**src/rtl/hazard_forward_unit.sv**
```systemverilog
// Hazard/forwarding unit: EX and ID operand forwards, load-use and branch stalls, freeze, watchdog.
// Latency: forwards, stalls and hazard_code are combinational; FSM, watchdog and counters update at the clock edge.
// Backpressure: mem_busy freezes the whole pipe (stall without a bubble); hazards stall IF/ID and flush ID/EX.
// Optional macro HAZARD_PERF_CNT_EN: enables stall/flush/forward performance counters (tied to 0 otherwise).
module hazard_forward_unit #(
  parameter int MAX_STALL = 8,
  parameter int CNT_W     = 32
) (
  input  logic             clk,
  input  logic             reset_n,
  input  logic [4:0]       rs_d,
  input  logic [4:0]       rt_d,
  input  logic             branch_d,
  input  logic [4:0]       rs_e,
  input  logic [4:0]       rt_e,
  input  logic [4:0]       writereg_e,
  input  logic             regwrite_e,
  input  logic             memtoreg_e,
  input  logic [4:0]       writereg_m,
  input  logic             regwrite_m,
  input  logic             memtoreg_m,
  input  logic [4:0]       writereg_w,
  input  logic             regwrite_w,
  input  logic             mem_busy,
  output logic [1:0]       forward_a_e,
  output logic [1:0]       forward_b_e,
  output logic             forward_a_d,
  output logic             forward_b_d,
  output logic             stall_f,
  output logic             stall_d,
  output logic             flush_e,
  output logic             freeze,
  output logic [1:0]       hazard_code,
  output logic             hazard_error,
  output logic [CNT_W-1:0] stall_count,
  output logic [CNT_W-1:0] flush_count,
  output logic [CNT_W-1:0] fwd_count
);

  typedef enum logic [1:0] {
    ST_RUN    = 2'd0,
    ST_STALL  = 2'd1,
    ST_FREEZE = 2'd2
  } state_t;

  localparam logic [7:0] MAX_STALL_L = 8'(MAX_STALL);

  state_t     state_q, state_d;
  logic [7:0] run_len_q, run_len_d;
  logic       hazard_error_q, hazard_error_d;

  logic       mem_hit_rs_e, mem_hit_rt_e, wb_hit_rs_e, wb_hit_rt_e;
  logic       ex_hit_d, mem_load_hit_d;
  logic       lwstall, brstall, hazard_stall, fwd_any;

  // Forward selects: register 0 never matches, MEM result is newer than WB so it wins.
  always_comb begin
    mem_hit_rs_e = regwrite_m && (writereg_m != 5'd0) && (writereg_m == rs_e);
    mem_hit_rt_e = regwrite_m && (writereg_m != 5'd0) && (writereg_m == rt_e);
    wb_hit_rs_e  = regwrite_w && (writereg_w != 5'd0) && (writereg_w == rs_e);
    wb_hit_rt_e  = regwrite_w && (writereg_w != 5'd0) && (writereg_w == rt_e);

    forward_a_e = 2'b00;
    if (mem_hit_rs_e)     forward_a_e = 2'b10;
    else if (wb_hit_rs_e) forward_a_e = 2'b01;

    forward_b_e = 2'b00;
    if (mem_hit_rt_e)     forward_b_e = 2'b10;
    else if (wb_hit_rt_e) forward_b_e = 2'b01;

    forward_a_d = regwrite_m && (writereg_m != 5'd0) && (writereg_m == rs_d);
    forward_b_d = regwrite_m && (writereg_m != 5'd0) && (writereg_m == rt_d);

    fwd_any = (forward_a_e != 2'b00) || (forward_b_e != 2'b00);
  end

  // Stall, flush and freeze decisions plus the prioritised hazard code.
  always_comb begin
    lwstall = memtoreg_e && (rt_e != 5'd0) && ((rt_e == rs_d) || (rt_e == rt_d));

    // A branch compared in ID cannot see an EX result or a load still in MEM.
    ex_hit_d       = regwrite_e && (writereg_e != 5'd0) &&
                     ((writereg_e == rs_d) || (writereg_e == rt_d));
    mem_load_hit_d = memtoreg_m && (writereg_m != 5'd0) &&
                     ((writereg_m == rs_d) || (writereg_m == rt_d));
    brstall        = branch_d && (ex_hit_d || mem_load_hit_d);

    hazard_stall = lwstall || brstall;
    stall_f      = hazard_stall || mem_busy;
    stall_d      = stall_f;
    // A freeze holds every stage, so inserting a bubble would drop an instruction.
    flush_e      = hazard_stall && !mem_busy;
    freeze       = mem_busy;

    if (brstall)      hazard_code = 2'b11;
    else if (lwstall) hazard_code = 2'b10;
    else if (fwd_any) hazard_code = 2'b01;
    else              hazard_code = 2'b00;
  end

  // Stall-episode FSM: a freeze takes precedence over a hazard stall.
  always_comb begin
    state_d = state_q;
    case (state_q)
      ST_RUN: begin
        if (mem_busy)          state_d = ST_FREEZE;
        else if (hazard_stall) state_d = ST_STALL;
        else                   state_d = ST_RUN;
      end
      ST_STALL: begin
        if (mem_busy)          state_d = ST_FREEZE;
        else if (hazard_stall) state_d = ST_STALL;
        else                   state_d = ST_RUN;
      end
      ST_FREEZE: begin
        if (mem_busy)          state_d = ST_FREEZE;
        else if (hazard_stall) state_d = ST_STALL;
        else                   state_d = ST_RUN;
      end
      default:                 state_d = ST_RUN;
    endcase
  end

  // Watchdog: saturating run length of stalled cycles; error is sticky once the limit is hit.
  always_comb begin
    if (!stall_f)                run_len_d = 8'd0;
    else if (run_len_q == 8'hFF) run_len_d = 8'hFF;
    else                         run_len_d = run_len_q + 8'd1;

    hazard_error_d = hazard_error_q || (stall_f && (run_len_d == MAX_STALL_L));
  end

  // State, run length and error flag registers.
  always_ff @(posedge clk or negedge reset_n) begin
    if (!reset_n) begin
      state_q        <= ST_RUN;
      run_len_q      <= 8'd0;
      hazard_error_q <= 1'b0;
    end else begin
      state_q        <= state_d;
      run_len_q      <= run_len_d;
      hazard_error_q <= hazard_error_d;
    end
  end

  assign hazard_error = hazard_error_q;

`ifdef HAZARD_PERF_CNT_EN
  logic [CNT_W-1:0] stall_cnt_q, stall_cnt_d;
  logic [CNT_W-1:0] flush_cnt_q, flush_cnt_d;
  logic [CNT_W-1:0] fwd_cnt_q, fwd_cnt_d;

  // Free-running event counters; they wrap naturally at 2^CNT_W.
  always_comb begin
    stall_cnt_d = stall_cnt_q + CNT_W'(stall_f);
    flush_cnt_d = flush_cnt_q + CNT_W'(flush_e);
    fwd_cnt_d   = fwd_cnt_q + CNT_W'(fwd_any);
  end

  // Counter registers.
  always_ff @(posedge clk or negedge reset_n) begin
    if (!reset_n) begin
      stall_cnt_q <= '0;
      flush_cnt_q <= '0;
      fwd_cnt_q   <= '0;
    end else begin
      stall_cnt_q <= stall_cnt_d;
      flush_cnt_q <= flush_cnt_d;
      fwd_cnt_q   <= fwd_cnt_d;
    end
  end

  assign stall_count = stall_cnt_q;
  assign flush_count = flush_cnt_q;
  assign fwd_count   = fwd_cnt_q;
`else
  assign stall_count = '0;
  assign flush_count = '0;
  assign fwd_count   = '0;
`endif

endmodule
```
**config.mk**
```make
export PLATFORM = sky130hd
export DESIGN_NAME = hazard_forward_unit
export DESIGN_NICKNAME = d
export VERILOG_FILES = /design/src/rtl/hazard_forward_unit.sv
export SDC_FILE = /design/constraint.sdc
export NUM_CORES = 1
export LEC_CHECK = 0
export BUFFER_PORTS_ARGS = -buffer_cell sky130_fd_sc_hd__buf_4
export CAP_MARGIN = 10
export CORE_AREA = 2 2 76 78
export DETAILED_ROUTE_END_ITERATION = 7
export DIE_AREA = 0 0 78 80
export GPL_TIMING_DRIVEN = 0
export HOLD_SLACK_MARGIN = 0.05
export PLACE_DENSITY = 0.82
export SLEW_MARGIN = 40
export SYNTH_ARGS = -nofsm -noshare
export SYNTH_HDL_FRONTEND = slang
export SYNTH_SLANG_ARGS = --single-unit
export TNS_END_PERCENT = 50
```
**constraint.sdc**
```tcl
create_clock -name clk -period 2 [get_ports clk]
set_input_delay 0.3 -clock clk [delete_from_list [all_inputs] [get_ports clk]]
set_output_delay 0.3 -clock clk [all_outputs]
set_load 0.005 [all_outputs]
```
# Yosys cells after proc, flatten, opt, wreduce, memory -nomap -nowiden
# Cells that the tools add are included.
# op_classes
n_addsub,1
muxes,9
n_reduce_logical,32
n_eq_ne,12
# op_table
op,count
== test 5 bit,10
nonzero test 5 bit,4
logical AND 1 bit,17
2-to-1 mux 8 bit,2
adder 8 x 1 -> 8 bit (second input constant),1
== test 8 x 4 -> 1 bit (second input constant),1
== test 8 bit (second input constant),1
logical OR 1 bit,8
2-to-1 mux 2 bit,4
nonzero test 2 bit,2
2-to-1 mux 1 bit,3
zero test 1 bit,1
# word_totals
output_inout_bits,109
ff_bits,9
in_bits,44

# Longest topological paths before layout
# Gate-level depths: netlist of the first run.
# logic_depth
word_depth,11
depth_mapped,8
mapped_depth_nobuf,7

# Least setup slack after synthesis of the first run
# Ideal clock, no wire load.
# synth_path
path_kind,input port to output port
startpoint,input port rt_e[3]
endpoint,output port stall_f
path_buffers,2
cell_stages,7
path_slack_ns,-0.167
arrival_time_ns,1.867
path_cell_list,clkbuf_1 -> or4_4 -> o21ai_2 -> a21oi_2 -> nor4_4 -> inv_1 -> buf_4
# synth_via
elab_chain_len,5
# synth_rtl
item,line_no,rtl
from (decl),15,"input logic [4:0] rt_e,"
== test 5 bit / nonzero test 5 bit (equally long branches),79,lwstall = memtoreg_e && (rt_e != 5'd0) && ((rt_e == rs_d) || (rt_e == rt_d));
logical OR 1 bit / logical AND 1 bit (equally long branches),79,
logical AND 1 bit *,79,
logical OR 1 bit *,88,hazard_stall = lwstall || brstall;
logical OR 1 bit *,89,stall_f = hazard_stall || mem_busy;
to (decl),29,"output logic stall_f,"
# Every way passes the cells marked *; elsewhere a longest branch is shown, timed or not.

# Worst setup path in the final report of the first run
# layout_path
startpoint,input port rt_e[2]
endpoint,output port stall_f
# Same word-level chain as after synthesis.

==> impl_results.html, run 1 <==
<table>
<tr><th>Metric</th><th>Value</th></tr>
<tr><th colspan="2">Critical path</th></tr>
<tr><td>Number of buffer and inverter stages on the critical path</td><td>4</td></tr>
<tr><td>Reg-to-reg critical path endpoint</td><td>run_len_q[0]</td></tr>
<tr><td>Nature of the critical path endpoint</td><td>primary output</td></tr>
<tr><td>Cell Chain, Critical Path</td><td>buf_8 &gt; or4_4 &gt; o21ai_2 &gt; a21oi_2 &gt; nor4_4 &gt; inv_2 &gt; buf_6 &gt; buf_6</td></tr>
<tr><td>Arrival time worst endpoint</td><td>1.78 ns</td></tr>
<tr><td>Req. time, crit path</td><td>1.70 ns</td></tr>
<tr><td>Path length in cells of the critical path</td><td>8</td></tr>
<tr><td>CP max FO</td><td>2</td></tr>
<tr><td>Worst reg-to-reg path cell count</td><td>4</td></tr>
<tr><td>CP peak stage delay</td><td>0.52 ns</td></tr>
<tr><td>Kind of cell with the highest combined delay on the critical path</td><td>simple AND/OR/NAND/NOR gates</td></tr>
<tr><td>Reg2reg setup slack</td><td>0.50 ns</td></tr>
<tr><td>Top cell by count, worst path</td><td>buf_6</td></tr>
<tr><td>WS Path Type</td><td>in -&gt; out</td></tr>
<tr><td>Cell with the largest stage delay on the worst path</td><td>or4_4</td></tr>
<tr><td>Worst reg2reg path startpoint</td><td>run_len_q[0]</td></tr>
<tr><td>Kind of start point of the critical path</td><td>input port</td></tr>
<tr><th colspan="2">Cells and area</th></tr>
<tr><td>Share of cells above drive strength 1</td><td>0.416</td></tr>
<tr><td>End-of-flow core utilization</td><td>0.542</td></tr>
<tr><td>Antenna fix cells</td><td>0</td></tr>
<tr><td>Highest-count cells in the layout ignoring fill and taps</td><td>148 x buf_4, 96 x conb_1, 29 x xor2_1</td></tr>
<tr><td>Most common cell after layout, fill and taps aside</td><td>buf_4</td></tr>
<tr><td>Synth-to-layout area growth</td><td>49.3%</td></tr>
<tr><td>Final-stage net count</td><td>457</td></tr>
<tr><td>Final instance area</td><td>2930 um2</td></tr>
<tr><th colspan="2">CTS</th></tr>
<tr><td>Source-to-sink clock delay at the later pin of the worst-skew pair</td><td>0.24 ns</td></tr>
<tr><td>TritonCTS clock tree</td><td>built</td></tr>
<tr><td>Clock-pin slew of the registers on the worst-case setup and hold paths</td><td>0.05 ns</td></tr>
<tr><td>Inserted Clock Buffers</td><td>3</td></tr>
<tr><td>Sink Count</td><td>9</td></tr>
<tr><td>Buffer levels on the longest clock path</td><td>2</td></tr>
<tr><td>CTS Root Buffer Type</td><td>clkbuf_8</td></tr>
<tr><td>Number of levels in the clock H-tree</td><td>1</td></tr>
<tr><th colspan="2">Power</th></tr>
<tr><td>Leakage component of the power</td><td>1.62 nW</td></tr>
<tr><td>VDD IR max</td><td>0.166 mV</td></tr>
<tr><td>PwrDens</td><td>313 nW/um2</td></tr>
<tr><th colspan="2">STA</th></tr>
<tr><td>Share of the clock period used by the worst path after layout</td><td>1.04</td></tr>
<tr><td>Final hold slack</td><td>0.419 ns</td></tr>
<tr><td>Final setup TNS</td><td>-0.0898 ns</td></tr>
<tr><td>Post-route worst setup slack</td><td>-0.0800 ns</td></tr>
<tr><td>Endpoints failing setup</td><td>2</td></tr>
<tr><td>RSZ-0062 raised after global routing</td><td>yes</td></tr>
<tr><td>Min Clock Period, post-route</td><td>2.08 ns</td></tr>
<tr><td>Final hold violations</td><td>0</td></tr>
<tr><td>F_max</td><td>481 MHz</td></tr>
<tr><td>Max Transition Viols Final</td><td>0</td></tr>
<tr><td>Final setup skew</td><td>0.00625 ns</td></tr>
<tr><th colspan="2">Route</th></tr>
<tr><td>Ratio of routed vias to standard cells</td><td>3.75</td></tr>
<tr><td>Post-detailed-route wirelength per cell</td><td>9.62 um</td></tr>
<tr><td>Remaining antenna violation count</td><td>0</td></tr>
<tr><td>Drt initial violations</td><td>18</td></tr>
<tr><td>Iteration count of the initial detailed-routing pass</td><td>4</td></tr>
<tr><td>Total DRC errors in the routed layout</td><td>0</td></tr>
<tr><td>Wire length reported by the detailed router</td><td>4650 um</td></tr>
<tr><td>Via count</td><td>1811</td></tr>
<tr><th colspan="2">Status</th></tr>
<tr><td>Status</td><td>finished with violations</td></tr>
<tr><td>Failing checks</td><td>negative setup slack</td></tr>
<tr><th colspan="2">Synthesis</th></tr>
<tr><td>FF+latch count, synth</td><td>9</td></tr>
<tr><td>Yosys top cell by area</td><td>buf_4</td></tr>
<tr><td>Mapped Avg Cell Area</td><td>7.61 um2</td></tr>
<tr><td>Yosys Warn Count</td><td>0</td></tr>
<tr><td>Cells after Synth</td><td>258</td></tr>
<tr><td>Post-synth cell types</td><td>31</td></tr>
<tr><td>Biggest area contributors in the synthesized netlist</td><td>buf_4 39%, xor2_1 13%, dfrtp_1 11%</td></tr>
<tr><td>Yosys top cell area share</td><td>0.386</td></tr>
<tr><td>Netlist area before placement</td><td>1960 um2</td></tr>
<tr><td>Sequential-to-total area share from yosys stat</td><td>0.115</td></tr>
<tr><th colspan="2">Placement</th></tr>
<tr><td>Detailed placer's ending HPWL</td><td>4030 um</td></tr>
<tr><td>Final RePlAce weighted congestion</td><td>0.784</td></tr>
<tr><td>Setup WS pre-CTS</td><td>-0.527 ns</td></tr>
<tr><td>Placed cell areas</td><td>2760 um2</td></tr>
<tr><td>Buffers on Ports</td><td>46</td></tr>
<tr><th colspan="2">Floorplanning</th></tr>
<tr><td>DIE AREA</td><td>6240 um2</td></tr>
<tr><td># IOs</td><td>153</td></tr>
<tr><td>Floorplan Core Area</td><td>5410 um2</td></tr>
<tr><td>Initial core utilization</td><td>0.363</td></tr>
<tr><td>Die height</td><td>80 um</td></tr>
<tr><td># rows</td><td>27</td></tr>
<tr><td>Floorplan die width</td><td>78 um</td></tr>
<tr><th colspan="2">Run</th></tr>
<tr><td>Max-cap viol count</td><td>0</td></tr>
<tr><th colspan="2">Global route</th></tr>
<tr><td>Via count of the first global-routing pass</td><td>1605</td></tr>
<tr><td>Wire length of the first global-routing pass</td><td>6960 um</td></tr>
<tr><td>Grt ovf</td><td>0</td></tr>
<tr><td>Antenna violations before repair</td><td>0</td></tr>
<tr><td>Total global routing track utilization</td><td>0.136</td></tr>
<tr><td>Largest net degree at the start of global routing</td><td>10</td></tr>
<tr><th colspan="2">Worst hold path</th></tr>
<tr><td>Class of the tightest hold or removal check</td><td>in -&gt; async</td></tr>
</table>
==> report_power, final <==
part           total [W]  switching [W]  internal, W
sequential      0.000204      0.0000120     0.000192
clock           0.000215      0.0000756     0.000139
combinational   0.000498       0.000213     0.000285
total           0.000916       0.000301     0.000616
==> metrics by stage <==
step / power, W / instances
2_1_floorplan: 0.000541 / 353
3_3_place_gp: 0.000657 / 471
3_5_place_dp: 0.000666 / 471
4_1_cts: 0.000899 / 479
5_1_grt: 0.000974 / 483
6_report: 0.000916 / 483
==> worst max-delay path by stage <==
stage                  startpoint  endpoint  slack [ns]
CTS                       rt_e[2]   stall_f       -0.13
finish                    rt_e[2]   stall_f       -0.08
detailed placement        rt_e[3]   stall_f       -0.53
floorplan                 rt_e[3]   stall_f       -0.17
global placement          rt_e[3]   stall_f       -0.48
global route        writereg_e[3]   stall_f       -0.16
==> worst reg2reg max path, stage by stage, from the launching register on <==
cell     delay, ns
dfrtp_1       0.40
ha_1          0.29
inv_1         0.08
or3_1         0.47
a21oi_1       0.19
==> synth_stat cells <==
cell	count
a211oi_1	1
or4_1	2
buf_6	1
or3_1	1
clkbuf_1	8
buf_2	1
o31ai_2	1
ha_1	1
nor3b_1	1
buf_4	101
a21oi_2	1
dfrtp_1	9
xnor2_1	23
o211ai_1	1
nor2_1	11
nor2b_1	2
nor3_1	13
a21oi_1	10
o21ai_2	1
nand2b_1	1
inv_1	5
nor4_4	1
conb_1	1
and4b_1	1
a31oi_1	2
nor4_1	3
nand2_1	4
o21ai_0	4
or4_4	1
xor2_1	29
nand3_1	17
==> kinds of logic (layout without fill, tap and decap cells) <==
kind of cell	count (synthesis)	in the layout	share of synthesized area
compound gates	21	21	0.0650
xor+xnor	52	52	0.232
fa+ha+maj	1	1	0.00637
buf+inv	116	174	0.419
flops	9	9	0.115
other cells	1	96	0.00191
simple gates	58	58	0.161
==> per-layer routing <==
layer | vias up | routed length, um | GRT usage
met3 | 9 | 318 | 0.0170
met2 | 77 | 2650 | 0.282
met5 | - | 0 | 0
met4 | 0 | 86 | 0.0526
met1 | 781 | 1590 | 0.135
li1 | 944 | - | -
==> what timing repair did <==
item / 4_1_cts / 5_1_grt
cloned: 0 / 0
hold endpoints to repair: 9 / 0
buffers inserted: 3 / 4
hold buffers: 1 / 0
resized for setup: 12 / 11
setup endpoints to repair: 5 / 5
pin swaps: 4 / 5
==> state kept, by name (all words and copies together), names as in the netlist <==
| signal | count |
|---|---|
| run_len_q | 8 |
| hazard_error | 1 |
==> layout make-up <==
class	instances	area, um2
plain buffers	111	831
clock buffers	4	45.0
fillers	546	2470
inverters	5	18.8
multi-input cells	228	1290
flip-flops and latches	9	225
well taps	72	90.1
repair buffers	54	427
No activity file was read; power rests on OpenSTA's default activity.
==> run 2, diff against run 1 <==
--- a/config.mk
+++ b/config.mk
@@ -5,7 +5,7 @@
 export SDC_FILE = /design/constraint.sdc
 export NUM_CORES = 1
 export LEC_CHECK = 0
-export BUFFER_PORTS_ARGS = -buffer_cell sky130_fd_sc_hd__buf_4
+export BUFFER_PORTS_ARGS = -buffer_cell sky130_fd_sc_hd__buf_2
 export CAP_MARGIN = 10
 export CORE_AREA = 2 2 76 78
 export DETAILED_ROUTE_END_ITERATION = 7
==> impl_results.html, run 2 (synthesis results as in run 1) <==
<table>
<tr><th>Metric</th><th>Value</th></tr>
<tr><th colspan="2">Status</th></tr>
<tr><td>Status</td><td>finished with violations (unchanged)</td></tr>
<tr><td>Failing checks</td><td>negative setup slack (unchanged)</td></tr>
<tr><th colspan="2">STA</th></tr>
<tr><td>Final hold slack</td><td>0.440 ns (was 0.419 ns)</td></tr>
<tr><td>Share of the clock period used by the worst path after layout</td><td>1.05 (was 1.04)</td></tr>
<tr><td>Final hold violations</td><td>0 (unchanged)</td></tr>
<tr><td>Max Transition Viols Final</td><td>0 (unchanged)</td></tr>
<tr><td>Final setup TNS</td><td>-0.196 ns (was -0.0898 ns)</td></tr>
<tr><td>F_max</td><td>476 MHz (was 481 MHz)</td></tr>
<tr><td>Final setup skew</td><td>0.00530 ns (was 0.00625 ns)</td></tr>
<tr><td>RSZ-0062 raised after global routing</td><td>yes (unchanged)</td></tr>
<tr><td>Post-route worst setup slack</td><td>-0.101 ns (was -0.0800 ns)</td></tr>
<tr><td>Endpoints failing setup</td><td>4 (was 2)</td></tr>
<tr><td>Min Clock Period, post-route</td><td>2.10 ns (was 2.08 ns)</td></tr>
<tr><th colspan="2">Floorplanning</th></tr>
<tr><td>Floorplan die width</td><td>78 um (unchanged)</td></tr>
<tr><td>Die height</td><td>80 um (unchanged)</td></tr>
<tr><td>Floorplan Core Area</td><td>5410 um2 (unchanged)</td></tr>
<tr><td># IOs</td><td>153 (unchanged)</td></tr>
<tr><td>DIE AREA</td><td>6240 um2 (unchanged)</td></tr>
<tr><td># rows</td><td>27 (unchanged)</td></tr>
<tr><td>Initial core utilization</td><td>0.363 (unchanged)</td></tr>
<tr><th colspan="2">Route</th></tr>
<tr><td>Post-detailed-route wirelength per cell</td><td>9.58 um (was 9.62 um)</td></tr>
<tr><td>Total DRC errors in the routed layout</td><td>0 (unchanged)</td></tr>
<tr><td>Ratio of routed vias to standard cells</td><td>3.83 (was 3.75)</td></tr>
<tr><td>Via count</td><td>1851 (was 1811)</td></tr>
<tr><td>Iteration count of the initial detailed-routing pass</td><td>4 (unchanged)</td></tr>
<tr><td>Wire length reported by the detailed router</td><td>4630 um (was 4650 um)</td></tr>
<tr><td>Drt initial violations</td><td>80 (was 18)</td></tr>
<tr><td>Remaining antenna violation count</td><td>0 (unchanged)</td></tr>
<tr><th colspan="2">Run</th></tr>
<tr><td>Max-cap viol count</td><td>0 (unchanged)</td></tr>
<tr><th colspan="2">Critical path</th></tr>
<tr><td>Worst reg2reg path startpoint</td><td>run_len_q[0] (unchanged)</td></tr>
<tr><td>CP max FO</td><td>2 (unchanged)</td></tr>
<tr><td>Cell Chain, Critical Path</td><td>buf_8 &gt; or4_4 &gt; o21ai_4 &gt; a21oi_2 &gt; nor4_4 &gt; inv_1 &gt; buf_6 &gt; buf_6 (was buf_8 &gt; or4_4 &gt; o21ai_2 &gt; a21oi_2 &gt; nor4_4 &gt; inv_2 &gt; buf_6 &gt; buf_6)</td></tr>
<tr><td>Worst reg-to-reg path cell count</td><td>4 (unchanged)</td></tr>
<tr><td>Cell with the largest stage delay on the worst path</td><td>or4_4 (unchanged)</td></tr>
<tr><td>Kind of start point of the critical path</td><td>input port (unchanged)</td></tr>
<tr><td>Reg-to-reg critical path endpoint</td><td>hazard_error (was run_len_q[0])</td></tr>
<tr><td>Top cell by count, worst path</td><td>buf_6 (unchanged)</td></tr>
<tr><td>Req. time, crit path</td><td>1.70 ns (about the same)</td></tr>
<tr><td>WS Path Type</td><td>in -&gt; out (unchanged)</td></tr>
<tr><td>Reg2reg setup slack</td><td>0.48 ns (was 0.50 ns)</td></tr>
<tr><td>Nature of the critical path endpoint</td><td>primary output (unchanged)</td></tr>
<tr><td>CP peak stage delay</td><td>0.53 ns (was 0.52 ns)</td></tr>
<tr><td>Arrival time worst endpoint</td><td>1.80 ns (was 1.78 ns)</td></tr>
<tr><th colspan="2">CTS</th></tr>
<tr><td>Source-to-sink clock delay at the later pin of the worst-skew pair</td><td>0.24 ns (about the same)</td></tr>
<tr><td>Inserted Clock Buffers</td><td>3 (unchanged)</td></tr>
<tr><td>Buffer levels on the longest clock path</td><td>2 (unchanged)</td></tr>
<tr><td>CTS Root Buffer Type</td><td>clkbuf_8 (unchanged)</td></tr>
<tr><td>Clock-pin slew of the registers on the worst-case setup and hold paths</td><td>0.05 ns (about the same)</td></tr>
<tr><td>Number of levels in the clock H-tree</td><td>1 (unchanged)</td></tr>
<tr><td>TritonCTS clock tree</td><td>built (unchanged)</td></tr>
<tr><td>Sink Count</td><td>9 (unchanged)</td></tr>
<tr><th colspan="2">Worst hold path</th></tr>
<tr><td>Class of the tightest hold or removal check</td><td>in -&gt; async (unchanged)</td></tr>
<tr><th colspan="2">Cells and area</th></tr>
<tr><td>Most common cell after layout, fill and taps aside</td><td>buf_4 (unchanged)</td></tr>
<tr><td>Top reg by flops</td><td>run_len_q (unchanged)</td></tr>
<tr><td>Final instance area</td><td>2840 um2 (was 2930 um2)</td></tr>
<tr><td>Area taken by multi-input logic gates</td><td>1310 um2 (was 1290 um2)</td></tr>
<tr><td>Synth-to-layout area growth</td><td>44.6% (was 49.3%)</td></tr>
<tr><td>Number of flip-flops under the largest register name</td><td>8 (unchanged)</td></tr>
<tr><td>Final-stage net count</td><td>457 (unchanged)</td></tr>
<tr><td>Share of cells above drive strength 1</td><td>0.421 (was 0.416)</td></tr>
<tr><td>Register cell area after layout</td><td>225 um2 (unchanged)</td></tr>
<tr><td>End-of-flow core utilization</td><td>0.525 (was 0.542)</td></tr>
<tr><td>Antenna fix cells</td><td>0 (unchanged)</td></tr>
<tr><td>Final-layout fill cell count</td><td>526 (was 546)</td></tr>
<tr><td>Fin cells</td><td>483 (unchanged)</td></tr>
<tr><td>Highest-count cells in the layout ignoring fill and taps</td><td>106 x buf_4, 96 x conb_1, 44 x buf_2 (was 148 x buf_4, 96 x conb_1, 29 x xor2_1)</td></tr>
<tr><th colspan="2">Placement</th></tr>
<tr><td>Detailed placer's ending HPWL</td><td>3960 um (was 4030 um)</td></tr>
<tr><td>Buffers on Ports</td><td>46 (unchanged)</td></tr>
<tr><td>Placed cell areas</td><td>2640 um2 (was 2760 um2)</td></tr>
<tr><td>Post-Place Cells</td><td>471 (unchanged)</td></tr>
<tr><td>Final RePlAce weighted congestion</td><td>0.847 (was 0.784)</td></tr>
<tr><th colspan="2">Global route</th></tr>
<tr><td>Grt ovf</td><td>0 (unchanged)</td></tr>
<tr><td>Via count of the first global-routing pass</td><td>1577 (was 1605)</td></tr>
<tr><td>Largest net degree at the start of global routing</td><td>10 (unchanged)</td></tr>
<tr><td>Antenna violations before repair</td><td>0 (unchanged)</td></tr>
<tr><td>Wire length of the first global-routing pass</td><td>6890 um (was 6960 um)</td></tr>
<tr><td>Total global routing track utilization</td><td>0.134 (was 0.136)</td></tr>
<tr><th colspan="2">Power</th></tr>
<tr><td>Leakage component of the power</td><td>1.60 nW (was 1.62 nW)</td></tr>
<tr><td>PwrDens</td><td>316 nW/um2 (was 313 nW/um2)</td></tr>
<tr><td>VDD IR max</td><td>0.400 mV (was 0.166 mV)</td></tr>
</table>
run 2: cell types whose count changed in the layout (fill, tap and decap cells not counted), sizes merged:
| cell | change |
|---|---|
| clkinv | +1 |
| buf | -1 |
run 2: through the flow:
step | total power (W) | setup slack (ns)
global route | 0.000966 | -0.193
detailed placement | 0.000642 | -0.493
CTS | 0.000876 | -0.153
finish | 0.000896 | -0.101
floorplan | 0.000541 | -0.167
global placement | 0.000633 | -0.463
run 2: layer usage:
metal,track usage,vias to the layer above,wire length [um],share of wire
li1,-,948,-,-
met1,0.131,816,1550,0.33
met2,0.276,81,2650,0.57
met3,0.0294,6,379,0.082
met4,0.0404,0,46,0.0099
met5,0,-,0,0
run 2: area by class of cell:
cell class                 count  share of cell area
multi-input combinational    228               0.461
buffer                       111               0.294
timing repair buffer          54               0.111
sequential                     9              0.0794
tap                           72              0.0317
clock buffer                   3              0.0146
inverter                       5             0.00661
clock inverter                 1             0.00176
run 2: timing repair:
item	CTS	global route
setup buffers	4	3
hold buffers	1	0
endpoints found under the setup margin	4	5
gates resized for setup	10	17
endpoints found under the hold margin	9	0
pin swaps	3	7
run 2: critical path, delay by kind of cell:
family | cells | cell delay (ns)
simple gates | 2 | 0.85
buf+inv | 4 | 0.44
compound gates | 2 | 0.21
run 2: worst max path at each step:
stage,startpoint,to,slack [ns],cells past startpoint
after floorplan,rt_e[3],stall_f,-0.17,7
after global placement,rt_e[3],stall_f,-0.46,8
after detailed placement,rt_e[3],stall_f,-0.49,8
after CTS,rt_e[1],stall_f,-0.15,8
after global routing,rt_e[1],stall_f,-0.19,8
final,rt_e[1],stall_f,-0.10,8
run 2: power by group:
| part | switching, W | internal (W) | leakage (nW) |
|---|---|---|---|
| Clock | 0.0000784 | 0.000136 | 0.0255 |
| Sequential | 0.0000120 | 0.000192 | 0.118 |
| Combinational | 0.000215 | 0.000263 | 1.46 |
